## config.mk

```make
export PLATFORM = sky130hd
export DESIGN_NAME = ovf_event_tracker
export DESIGN_NICKNAME = d
export VERILOG_FILES = /design/src/rtl/ovf_event_tracker.sv
export SDC_FILE = /design/constraint.sdc
export NUM_CORES = 1
export LEC_CHECK = 0
export ABC_AREA = 1
export CAP_MARGIN = 0
export CORE_MARGIN = 4
export CORE_UTILIZATION = 45
export DETAILED_ROUTE_END_ITERATION = 10
export GPL_ROUTABILITY_DRIVEN = 0
export GPL_TIMING_DRIVEN = 1
export PLACE_DENSITY = 0.71
export SLEW_MARGIN = 20
export SYNTH_ARGS = -nofsm -noshare
export SYNTH_HDL_FRONTEND = slang
export SYNTH_SLANG_ARGS = --single-unit
```

## constraint.sdc

```tcl
create_clock -name clk -period 2.3 [get_ports clk]
set_input_delay 0.345 -clock clk [delete_from_list [all_inputs] [get_ports clk]]
set_output_delay 0.345 -clock clk [all_outputs]
set_load 0.02 [all_outputs]
```

## src/rtl/ovf_event_tracker.sv

```systemverilog
`timescale 1ns/1ps
// ovf_event_tracker
// Watches the 8-bit counter's overflow pulse. It keeps a free-running epoch
// count of wraps. Once armed, it counts hits in a window and raises a level
// irq when the programmed threshold is reached. It also sets a sticky miss
// flag for any overflow that arrives while the irq is still pending.
// Optional build macro: OVF_TRACK_EPOCH_SAT_EN. When it is defined, epoch
// saturates at all-ones. When it is undefined, epoch wraps to zero.
//
// state   | meaning
// --------+----------------------------------------------------------
// IDLE    | no window open, hits and irq held at zero
// ARMED   | window open, counting overflows toward thresh_q
// FIRED   | threshold reached, irq high until ack/disarm
// 2'b11   | unreachable, recovers to IDLE on the next edge
module ovf_event_tracker #(
   parameter int EPOCH_W  = 16,
   parameter int THRESH_W = 8
) (
   input  logic                clk,
   input  logic                rst_n,
   input  logic                overflow,
   input  logic                arm,
   input  logic                disarm,
   input  logic [THRESH_W-1:0] thresh,
   input  logic                irq_ack,
   output logic [EPOCH_W-1:0]  epoch,
   output logic [THRESH_W-1:0] hits,
   output logic                irq,
   output logic [1:0]          state,
   output logic                miss
);

   typedef enum logic [1:0] {
      ST_IDLE  = 2'b00,
      ST_ARMED = 2'b01,
      ST_FIRED = 2'b10
   } state_e;

   localparam logic [EPOCH_W-1:0]  EPOCH_ONE  = {{(EPOCH_W-1){1'b0}}, 1'b1};
   localparam logic [EPOCH_W-1:0]  EPOCH_MAX  = {EPOCH_W{1'b1}};
   localparam logic [THRESH_W-1:0] THRESH_ONE = {{(THRESH_W-1){1'b0}}, 1'b1};
   localparam logic [THRESH_W-1:0] THRESH_ZERO = '0;

   state_e              state_q, state_d;
   logic [EPOCH_W-1:0]  epoch_q, epoch_d;
   logic [THRESH_W-1:0] hits_q, hits_d;
   logic [THRESH_W-1:0] thresh_q, thresh_d;
   logic                irq_q, irq_d;
   logic                miss_q, miss_d;
   logic [THRESH_W-1:0] hits_inc;

   assign hits_inc = hits_q + THRESH_ONE;

   // Epoch counter next value, independent of the window FSM.
   always_comb begin
      epoch_d = epoch_q;
`ifdef OVF_TRACK_EPOCH_SAT_EN
      if (overflow && (epoch_q != EPOCH_MAX)) epoch_d = epoch_q + EPOCH_ONE;
`else
      if (overflow) epoch_d = epoch_q + EPOCH_ONE;
`endif
   end

   // Window FSM: next state, hit count, irq and sticky miss.
   always_comb begin
      state_d  = state_q;
      hits_d   = hits_q;
      thresh_d = thresh_q;
      irq_d    = irq_q;
      miss_d   = miss_q;
      case (state_q)
         ST_IDLE: begin
            hits_d = THRESH_ZERO;
            irq_d  = 1'b0;
            if (arm && (thresh != THRESH_ZERO)) begin
               thresh_d = thresh;
               miss_d   = 1'b0;
               state_d  = ST_ARMED;
            end
         end
         ST_ARMED: begin
            irq_d = 1'b0;
            if (disarm) begin
               hits_d  = THRESH_ZERO;
               state_d = ST_IDLE;
            end else if (overflow) begin
               if (hits_inc == thresh_q) begin
                  hits_d  = thresh_q;
                  irq_d   = 1'b1;
                  state_d = ST_FIRED;
               end else begin
                  hits_d = hits_inc;
               end
            end
         end
         ST_FIRED: begin
            irq_d = 1'b1;
            if (disarm) begin
               hits_d  = THRESH_ZERO;
               irq_d   = 1'b0;
               state_d = ST_IDLE;
            end else if (irq_ack) begin
               if (overflow) begin
                  // The overflow that lands on the ack opens the new window.
                  hits_d = THRESH_ONE;
                  if (thresh_q == THRESH_ONE) begin
                     irq_d   = 1'b1;
                     state_d = ST_FIRED;
                  end else begin
                     irq_d   = 1'b0;
                     state_d = ST_ARMED;
                  end
               end else begin
                  hits_d  = THRESH_ZERO;
                  irq_d   = 1'b0;
                  state_d = ST_ARMED;
               end
            end else if (overflow) begin
               miss_d = 1'b1;
            end
         end
         default: begin
            hits_d  = THRESH_ZERO;
            irq_d   = 1'b0;
            state_d = ST_IDLE;
         end
      endcase
   end

   // State registers with asynchronous active-low reset.
   always_ff @(posedge clk or negedge rst_n) begin
      if (!rst_n) begin
         state_q  <= ST_IDLE;
         epoch_q  <= '0;
         hits_q   <= '0;
         thresh_q <= '0;
         irq_q    <= 1'b0;
         miss_q   <= 1'b0;
      end else begin
         state_q  <= state_d;
         epoch_q  <= epoch_d;
         hits_q   <= hits_d;
         thresh_q <= thresh_d;
         irq_q    <= irq_d;
         miss_q   <= miss_d;
      end
   end

   assign epoch = epoch_q;
   assign hits  = hits_q;
   assign irq   = irq_q;
   assign state = state_q;
   assign miss  = miss_q;

endmodule
```

Yosys cells after proc, flatten, opt, wreduce, memory -nomap -nowiden
Cells that the tools add are included.

storage, ports and cells
  word-level logic and storage cells = 56
  input port bits = 14
  flip-flop bits (word level) = 36

cells by class
  $add $sub $neg = 2
  multiplexer cells = 29
  equality and inequality tests = 11
  reduce and logical (&&, ||, !) cells = 8

operator list
  kind                     count
  $mux W8                  5
  $add A16 B1 Y16 const B  1
  $mux W2                  8
  $pmux W8 S2              1
  $mux W1                  12
  $ne A3 B3 Y1 const B     3
  $add A8 B1 Y8 const B    1
  $eq A8 B1 Y1 const B     1
  $eq A8 B8 Y1             1
  $ne A2 B2 Y1 const B     4
  $reduce_bool A8 Y1       1
  $pmux W2 S3              1
  $reduce_and A5 Y1        1
  $pmux W1 S2              2
  $reduce_and A2 Y1        2
  $reduce_and A4 Y1        1
  $eq A2 B1 Y1 const B     1
  $eq A2 B2 Y1 const B     1
  $logic_not A2 Y1         1
  $reduce_bool A2 Y1       1
  $logic_and A1 B1 Y1      1

Logic depth before layout (Yosys ltp)
Gate-level depths: netlist of the first run.

  depth after elaboration = 6
  mapped depth = 14
  mapped depth without buffers = 14

Worst setup path after synthesis of the first run
No wires, ideal clock.

  path kind = reg-to-reg
  start point = register state_q[1] (netlist: state[1])
  end point = register hits_q[4] (netlist: hits[4])
  setup slack = 0.530 ns
  setup time = 0.131 ns
  path buffers = 1
  arrival time = 1.638 ns
  required time = 2.169 ns
  cell stages (with the launch flop) = 11
  clock period less this slack = 1.770 ns
  cell sequence = dfrtp_1 inv_1 ha_1 inv_1 nor2_1 inv_1 o21ai_2 inv_1 clkbuf_1 nand3_1 o21ai_0

on the way
  word-level cells in the longest chain between the ends = 3
  elaborated cells on any way between the ends = 6
  those cells by class = eq/ne: 4; mux: 1; reduce/logical: 1

RTL lines
  what                                                 RTL line  source
  from (decl)                                          45        state_e state_q, state_d;
  from (signal assigned)                               141       state_q <= state_d;
  $eq A2 B2 Y1 / $eq A2 B1 Y1 (equally long branches)  72        case (state_q)
  $ne A3 B3 Y1 (no source line)                        -
  $reduce_and A2 Y1 (no source line)                   -
  to (signal assigned)                                 143       hits_q <= hits_d;
  to (decl)                                            47        logic [THRESH_W-1:0] hits_q, hits_d;

Parallel ways exist; a longest one is shown, timed or not.
A chain may end at the register's enable or synchronous reset.

Worst setup path in the final report of the first run
  start point = register state_q[1] (netlist: state[1])
  end point = register hits_q[6] (netlist: hits[6])

Same word-level chain as after synthesis.

==> results.json, run 1 <==
{
  "status": "complete, no violations",
  "fmax_mhz": 495,
  "multi_input_area_um2": 1000,
  "synth_top_family_by_area": "simple AND/OR/NAND/NOR gates",
  "synth_compound_area_frac": 0.0838,
  "route.detailed.drc": 0,
  "synth_cell_types": 30,
  "worstMarginPinSlew_ps": 719,
  "die_x_um": 75.7,
  "drt-total-wl_um": 4530,
  "cts-root-buf": "clkbuf_8",
  "ir_drop_uv": 572,
  "hp-class": "primary input to async pin",
  "endpoint_kind": "register",
  "post_cts_resized": 0,
  "synth_area_leaders": "dfrtp_1 44%, nand2_1 11%, inv_1 6.6%",
  "cp.arrival_ps": 2180,
  "drv_cap": 0,
  "netlist_instances": 264,
  "seq_area_um2": 901,
  "p_leak_nw": 1.22,
  "worstPathMaxFanout": 14,
  "synth_commonest_cells": "63 x nand2_1, 36 x dfrtp_1, 36 x inv_1",
  "synth_edf_count": 0,
  "grt_pass1_wl_um": 7940,
  "cts.clk_slew.worst_paths_ps": 80,
  "wl_per_cell_um": 12.5,
  "avgSynthCellArea_um2": 7.81,
  "hold_viol_final": 0,
  "cp.required_ps": 2460,
  "drtAntennaViolNets": 0,
  "setup_viol": 0,
  "clock_sinks": 36,
  "fp.dieH_um": 75.7,
  "crit_slowest_cell": "dfrtp_1",
  "num-fill-cells": 410,
  "cp-start-kind": "register",
  "path_cells": "inv_1 -> ha_1 -> inv_1 -> nor2_1 -> inv_1 -> o21ai_2 -> inv_1 -> nand4_1 -> o21ai_0",
  "rows": 24,
  "period_share": 0.879,
  "netlist.area_leader.share": 0.437,
  "finalWorstPathRequiredPeriod_ps": 2020,
  "postCtsSetupBuffers": 0,
  "insertion_delay_ps": 290,
  "ys_seq_area_frac": 0.437,
  "initial_core_util": 0.470,
  "maxSlewHeadroom": 0.519,
  "drive_above_1_share": 0.0707,
  "power_density_mw_per_mm2": 972,
  "cts_inserted_buffers": 5,
  "holdBufCountCts": 0,
  "core_area_mm2": 0.00438,
  "grt_pass1_vias": 1758,
  "syn_nets": 284,
  "yosys_warnings": 0,
  "synth_ff_type": "dfrtp_1",
  "synthMuxAreaShare": 0,
  "htree_levels": 2,
  "synth.largest_area_cell": "dfrtp_1",
  "die_area_mm2": 0.00573,
  "slew_viol_final": 0,
  "final_net_count": 330,
  "antennaDiodeCount": 0,
  "critPathMaxStageDelay_ps": 430,
  "viasPerCell": 4.99,
  "portBuffers": 41,
  "overflow": 0,
  "vias": 1812,
  "rsz0062_at_grt": "no",
  "placed_cells": 355,
  "yosys_register_bits": 36,
  "antenna_found_initial": 0,
  "cts_tree": "yes",
  "crit_type": "register to register",
  "drtIter0Drc": 158,
  "grt_start_max_net_pins": 37,
  "track_usage": 0.182,
  "dpl.hpwl_um": 3420,
  "ys_async_sr_fraction": 1.00,
  "ios": 42,
  "synth-simple-area-share": 0.297,
  "first_pass_iters": 4,
  "yosysMostFrequentCell": "nand2_1",
  "netlist_area_mm2": 0.00206,
  "areaGrowthSynthToFinish_pct": 27.8,
  "synth_fa_ha_area_frac": 0.0364,
  "worst_path_most_repeated_cell": "inv_1",
  "yosys.area_share.xor_xnor": 0.0680,
  "tns_ps": 0,
  "fin_skew_ps": 6.38,
  "stdcell_count": 363,
  "cts_buffer_depth": 2
}
## worst max-delay path, delay by kind of cell, from the launching register on
family                   cells  cell delay [ps]
buffers and inverters        4              580
flip-flops                   1              430
AND/OR/NAND/NOR              2              310
AO/OA/AOI/OAI                2              290
adder cells (fa/ha/maj)      1              280
## report_power, final
part / internal [mW] / switching, mW / total [mW]
Combinational: 0.443 / 0.664 / 1.11
Clock: 0.245 / 0.243 / 0.488
Sequential: 0.805 / 0.160 / 0.965
## cells in the final DEF, fill, tap and decap left out, drive strengths merged
master          n
and3            1
clkdlybuf4s50  41
xor2           12
nand2          65
o21ai          22
inv            38
and2            1
nor3            4
clkinv          1
buf             3
nand4           9
a21boi          1
nand3          28
clkbuf          6
o21bai          1
xnor2           4
nor2           22
o31ai           1
ha              6
nor4            2
a21oi           6
o22ai           1
dfrtp          36
## area by class of cell
cell class | count | share of cell area
Timing Repair Buffer | 44 | 0.164
Clock inverter | 2 | 0.00523
Inverter | 37 | 0.0527
Multi-Input combinational cell | 186 | 0.380
Tap cell | 52 | 0.0247
Sequential cell | 36 | 0.342
Clock buffer | 6 | 0.0314
## kinds of logic after synthesis
family	Yosys count
simple gates	132
buf+inv	42
flops	36
compound gates	32
xor+xnor	16
fa+ha+maj	6
## path summary, 6_finish.rpt
kind,from,to,slack [ps],cells past startpoint
max in group asynchronous,rst_n,hits[5]$_DFFE_PN0P_,1510,2
worst min register to register,epoch[15]$_DFFE_PN0P_,epoch[15]$_DFFE_PN0P_,480,1
min in group clk,epoch[15]$_DFFE_PN0P_,epoch[15]$_DFFE_PN0P_,480,1
worst max-delay path,state[1]$_DFFE_PN0P_,hits[6]$_DFFE_PN0P_,280,9
worst max register to register,state[1]$_DFFE_PN0P_,hits[6]$_DFFE_PN0P_,280,9
worst min-delay path,rst_n,epoch[8]$_DFFE_PN0P_,470,2
## per-layer routing
layer | vias to the layer above | part of all wire | global-route usage
met5 | - | 0 | 0
met4 | 0 | 0.017 | 0.0641
met3 | 8 | 0.042 | 0.0290
met2 | 45 | 0.46 | 0.295
met1 | 814 | 0.48 | 0.246
li1 | 945 | - | -
## registers in the layout (all words and copies together) (netlist names)
register	count
state	2
thresh_q	8
hits	8
irq	1
miss	1
epoch	16
## per-stage QoR
stage | hold WS (ps) | utilization | setup slack (ps) | area, µm² | power [mW]
2_1_floorplan | 49.4 | - | 530 | 2060 | 1.66
3_3_place_gp | 464 | 0.579 | 352 | 2540 | 2.07
6_report | 467 | 0.601 | 279 | 2630 | 2.56
5_1_grt | 509 | 0.601 | 47.9 | 2630 | 2.76
4_1_cts | 477 | 0.601 | 267 | 2630 | 2.58
3_5_place_dp | 470 | 0.579 | 291 | 2540 | 2.08
Note: power is estimated with default switching activity, not from simulation.
==> inputs of run 2 (changes only) <==
--- a/config.mk
+++ b/config.mk
@@ -5,14 +5,14 @@
 export SDC_FILE = /design/constraint.sdc
 export NUM_CORES = 1
 export LEC_CHECK = 0
-export ABC_AREA = 1
+export ABC_AREA = 0
 export CAP_MARGIN = 0
 export CORE_MARGIN = 4
 export CORE_UTILIZATION = 45
 export DETAILED_ROUTE_END_ITERATION = 10
 export GPL_ROUTABILITY_DRIVEN = 0
 export GPL_TIMING_DRIVEN = 1
-export PLACE_DENSITY = 0.71
+export PLACE_DENSITY = 0.72
 export SLEW_MARGIN = 20
 export SYNTH_ARGS = -nofsm -noshare
 export SYNTH_HDL_FRONTEND = slang
==> results.json, run 2 <==
{
  "status": "complete, no violations",
  "r2r_cells": 8,
  "fmax_mhz": 450,
  "wl_per_cell_um": 15.3,
  "viasPerCell": 5.50,
  "grt_pass1_vias": 1603,
  "drv_cap": 0,
  "cp.arrival_ps": 2390,
  "worstPathMaxFanout": 7,
  "yosysMostFrequentCell": "dfrtp_1",
  "synth_commonest_cells": "36 x dfrtp_1, 18 x xnor2_1, 13 x nand2_1, 13 x nand3_1, 9 x mux2_2",
  "ys_seq_area_frac": 0.442,
  "layout_common_cells": "41 x clkdlybuf4s50_1, 33 x dfrtp_1, 18 x xnor2_1",
  "postCtsSetupBuffers": 0,
  "grt_start_max_net_pins": 37,
  "r2r_setup_slack_ps": 80,
  "syn_nets": 211,
  "ir_drop_uv": 703,
  "clock_sinks": 36,
  "synth_ff_type": "dfrtp_1",
  "num-fill-cells": 376,
  "drive_above_1_share": 0.181,
  "cts.clk_slew.worst_paths_ps": 80,
  "fp.dieH_um": 75.3,
  "cts-root-buf": "clkbuf_8",
  "finalWorstPathRequiredPeriod_ps": 2220,
  "ios": 42,
  "power_density_mw_per_mm2": 871,
  "portBuffers": 41,
  "areaGrowthSynthToFinish_pct": 31.9,
  "route.detailed.drc": 0,
  "final_util": 0.613,
  "die_area_mm2": 0.00567,
  "slew_viol_final": 0,
  "worstMarginPinSlew_ps": 714,
  "overflow": 0,
  "largest_reg_flops": 16,
  "drtIter0Drc": 93,
  "tns_ps": 0,
  "htree_levels": 2,
  "initial_core_util": 0.465,
  "maxSlewHeadroom": 0.523,
  "drt-total-wl_um": 4590,
  "yosys_warnings": 0,
  "stdcell_count": 300,
  "grt_pass1_wl_um": 7490,
  "holdBufCountCts": 0,
  "rows": 24,
  "cts_tree": "yes",
  "cts_buffer_depth": 2,
  "first_pass_iters": 4,
  "period_share": 0.967,
  "die_x_um": 75.3,
  "yosys_register_bits": 36,
  "synth_cell_types": 49,
  "netlist_area_mm2": 0.00204,
  "antennaDiodeCount": 0,
  "netlist_instances": 191,
  "synth_area_leaders": "dfrtp_1 44%, xnor2_1 7.7%, mux2_2 5.0%",
  "p_leak_nw": 1.09,
  "endpoint_kind": "register",
  "layout_commonest_cell": "clkdlybuf4s50_1",
  "track_usage": 0.172,
  "hp-class": "primary input to async pin",
  "synth.largest_area_cell": "dfrtp_1",
  "ys_async_sr_fraction": 1.00,
  "dpl.hpwl_um": 3370,
  "total_power_mw": 2.34,
  "netlist.area_leader.share": 0.442,
  "setup_viol": 0,
  "cts_inserted_buffers": 5,
  "vias": 1651,
  "cp-start-kind": "register",
  "crit_type": "register to register",
  "reg2reg_from": "hits[1]$_DFFE_PN0P_",
  "cp.required_ps": 2470,
  "rsz0062_at_grt": "yes",
  "insertion_delay_ps": 290,
  "timing.rr.end": "hits[5]$_DFFE_PN0P_",
  "holdWs_ps": 462,
  "hold_viol_final": 0,
  "fin_skew_ps": 6.45,
  "core_area_mm2": 0.00438,
  "placed_cells": 292,
  "avgSynthCellArea_um2": 10.7,
  "drtAntennaViolNets": 0,
  "synth_edf_count": 0,
  "antenna_found_initial": 0,
  "final_net_count": 267
}
run 2: changes by cell type in the layout (fill, tap and decap cells not counted), moves of 11 or more:
cell / before / now
inv_1: 36 / 6
nand2_1: 63 / 13
nand3_1: 27 / 13
nor2_1: 17 / 6
o21ai_0: 20 / 4
xnor2_1: 4 / 18
run 2: worst max-delay path by stage:
stage                                   start              endpoint  slack (ps)  depth (start not counted)
after floorplan           hits[0]$_DFFE_PN0P_   hits[4]$_DFFE_PN0P_           1                          7
after global placement    hits[0]$_DFFE_PN0P_  state[0]$_DFFE_PN0P_          30                          7
after detailed placement  hits[0]$_DFFE_PN0P_  state[0]$_DFFE_PN0P_         -20                          7
after CTS                 hits[0]$_DFFE_PN0P_  state[0]$_DFFE_PN0P_          20                          7
after global routing      hits[1]$_DFFE_PN0P_   hits[5]$_DFFE_PN0P_         -30                          8
final                     hits[1]$_DFFE_PN0P_   hits[5]$_DFFE_PN0P_          80                          8
run 2: layout make-up:
type                       instances  area [µm²]  area share
multi-input combinational        144        1100       0.409
clock buffer                       5        68.8      0.0256
tap                               52        65.1      0.0242
inverter                           6        22.5     0.00838
sequential                        36         905       0.336
timing repair buffer              54         508       0.189
clock inverter                     3        18.8     0.00698
run 2: metrics by stage:
stage               cell area (µm²)  worst slack, ps
finish                         2690             76.0
global route                   2690            -25.2
CTS                            2680             22.3
detailed placement             2580            -24.3
global placement               2580             25.8
floorplan                      2040             1.31
run 2: worst max-delay path: stages, from the launching register on:
cell      delay, ps
dfrtp_2         430
ha_4            250
xor2_1          130
a311oi_1        200
nand4b_1        180
nor4_4          490
buf_4           230
or4_1           110
o211ai_1         80
run 2: cells by family (layout without fill, tap and decap cells):
logic type | count (synthesis) | count (layout) | share of synthesized area
compound gates | 31 | 31 | 0.114
xor+xnor | 25 | 25 | 0.107
fa+ha+maj | 6 | 6 | 0.0368
buf+inv | 11 | 68 | 0.0276
flops | 36 | 36 | 0.442
mux | 12 | 12 | 0.0669
simple gates | 70 | 70 | 0.206
run 2: timing repair:
| action | CTS | global route |
|---|---|---|
| endpoints found under the setup margin | 2 | 8 |
| gates cloned | 0 | 0 |
| pin swaps | 1 | 6 |
| gates resized for setup | 1 | 3 |
run 2: routing by layer:
layer,global-route usage,share of wire
met3,0.0369,0.041
met5,0,0
met4,0.0524,0.0096
met2,0.271,0.49
met1,0.237,0.46
run 2: report_power, final:
| group | internal [mW] | total, mW | switching, mW | leakage [nW] |
|---|---|---|---|---|
| Combinational | 0.477 | 0.898 | 0.421 | 0.573 |
| Sequential | 0.786 | 0.994 | 0.208 | 0.465 |
| Clock | 0.211 | 0.450 | 0.239 | 0.0479 |
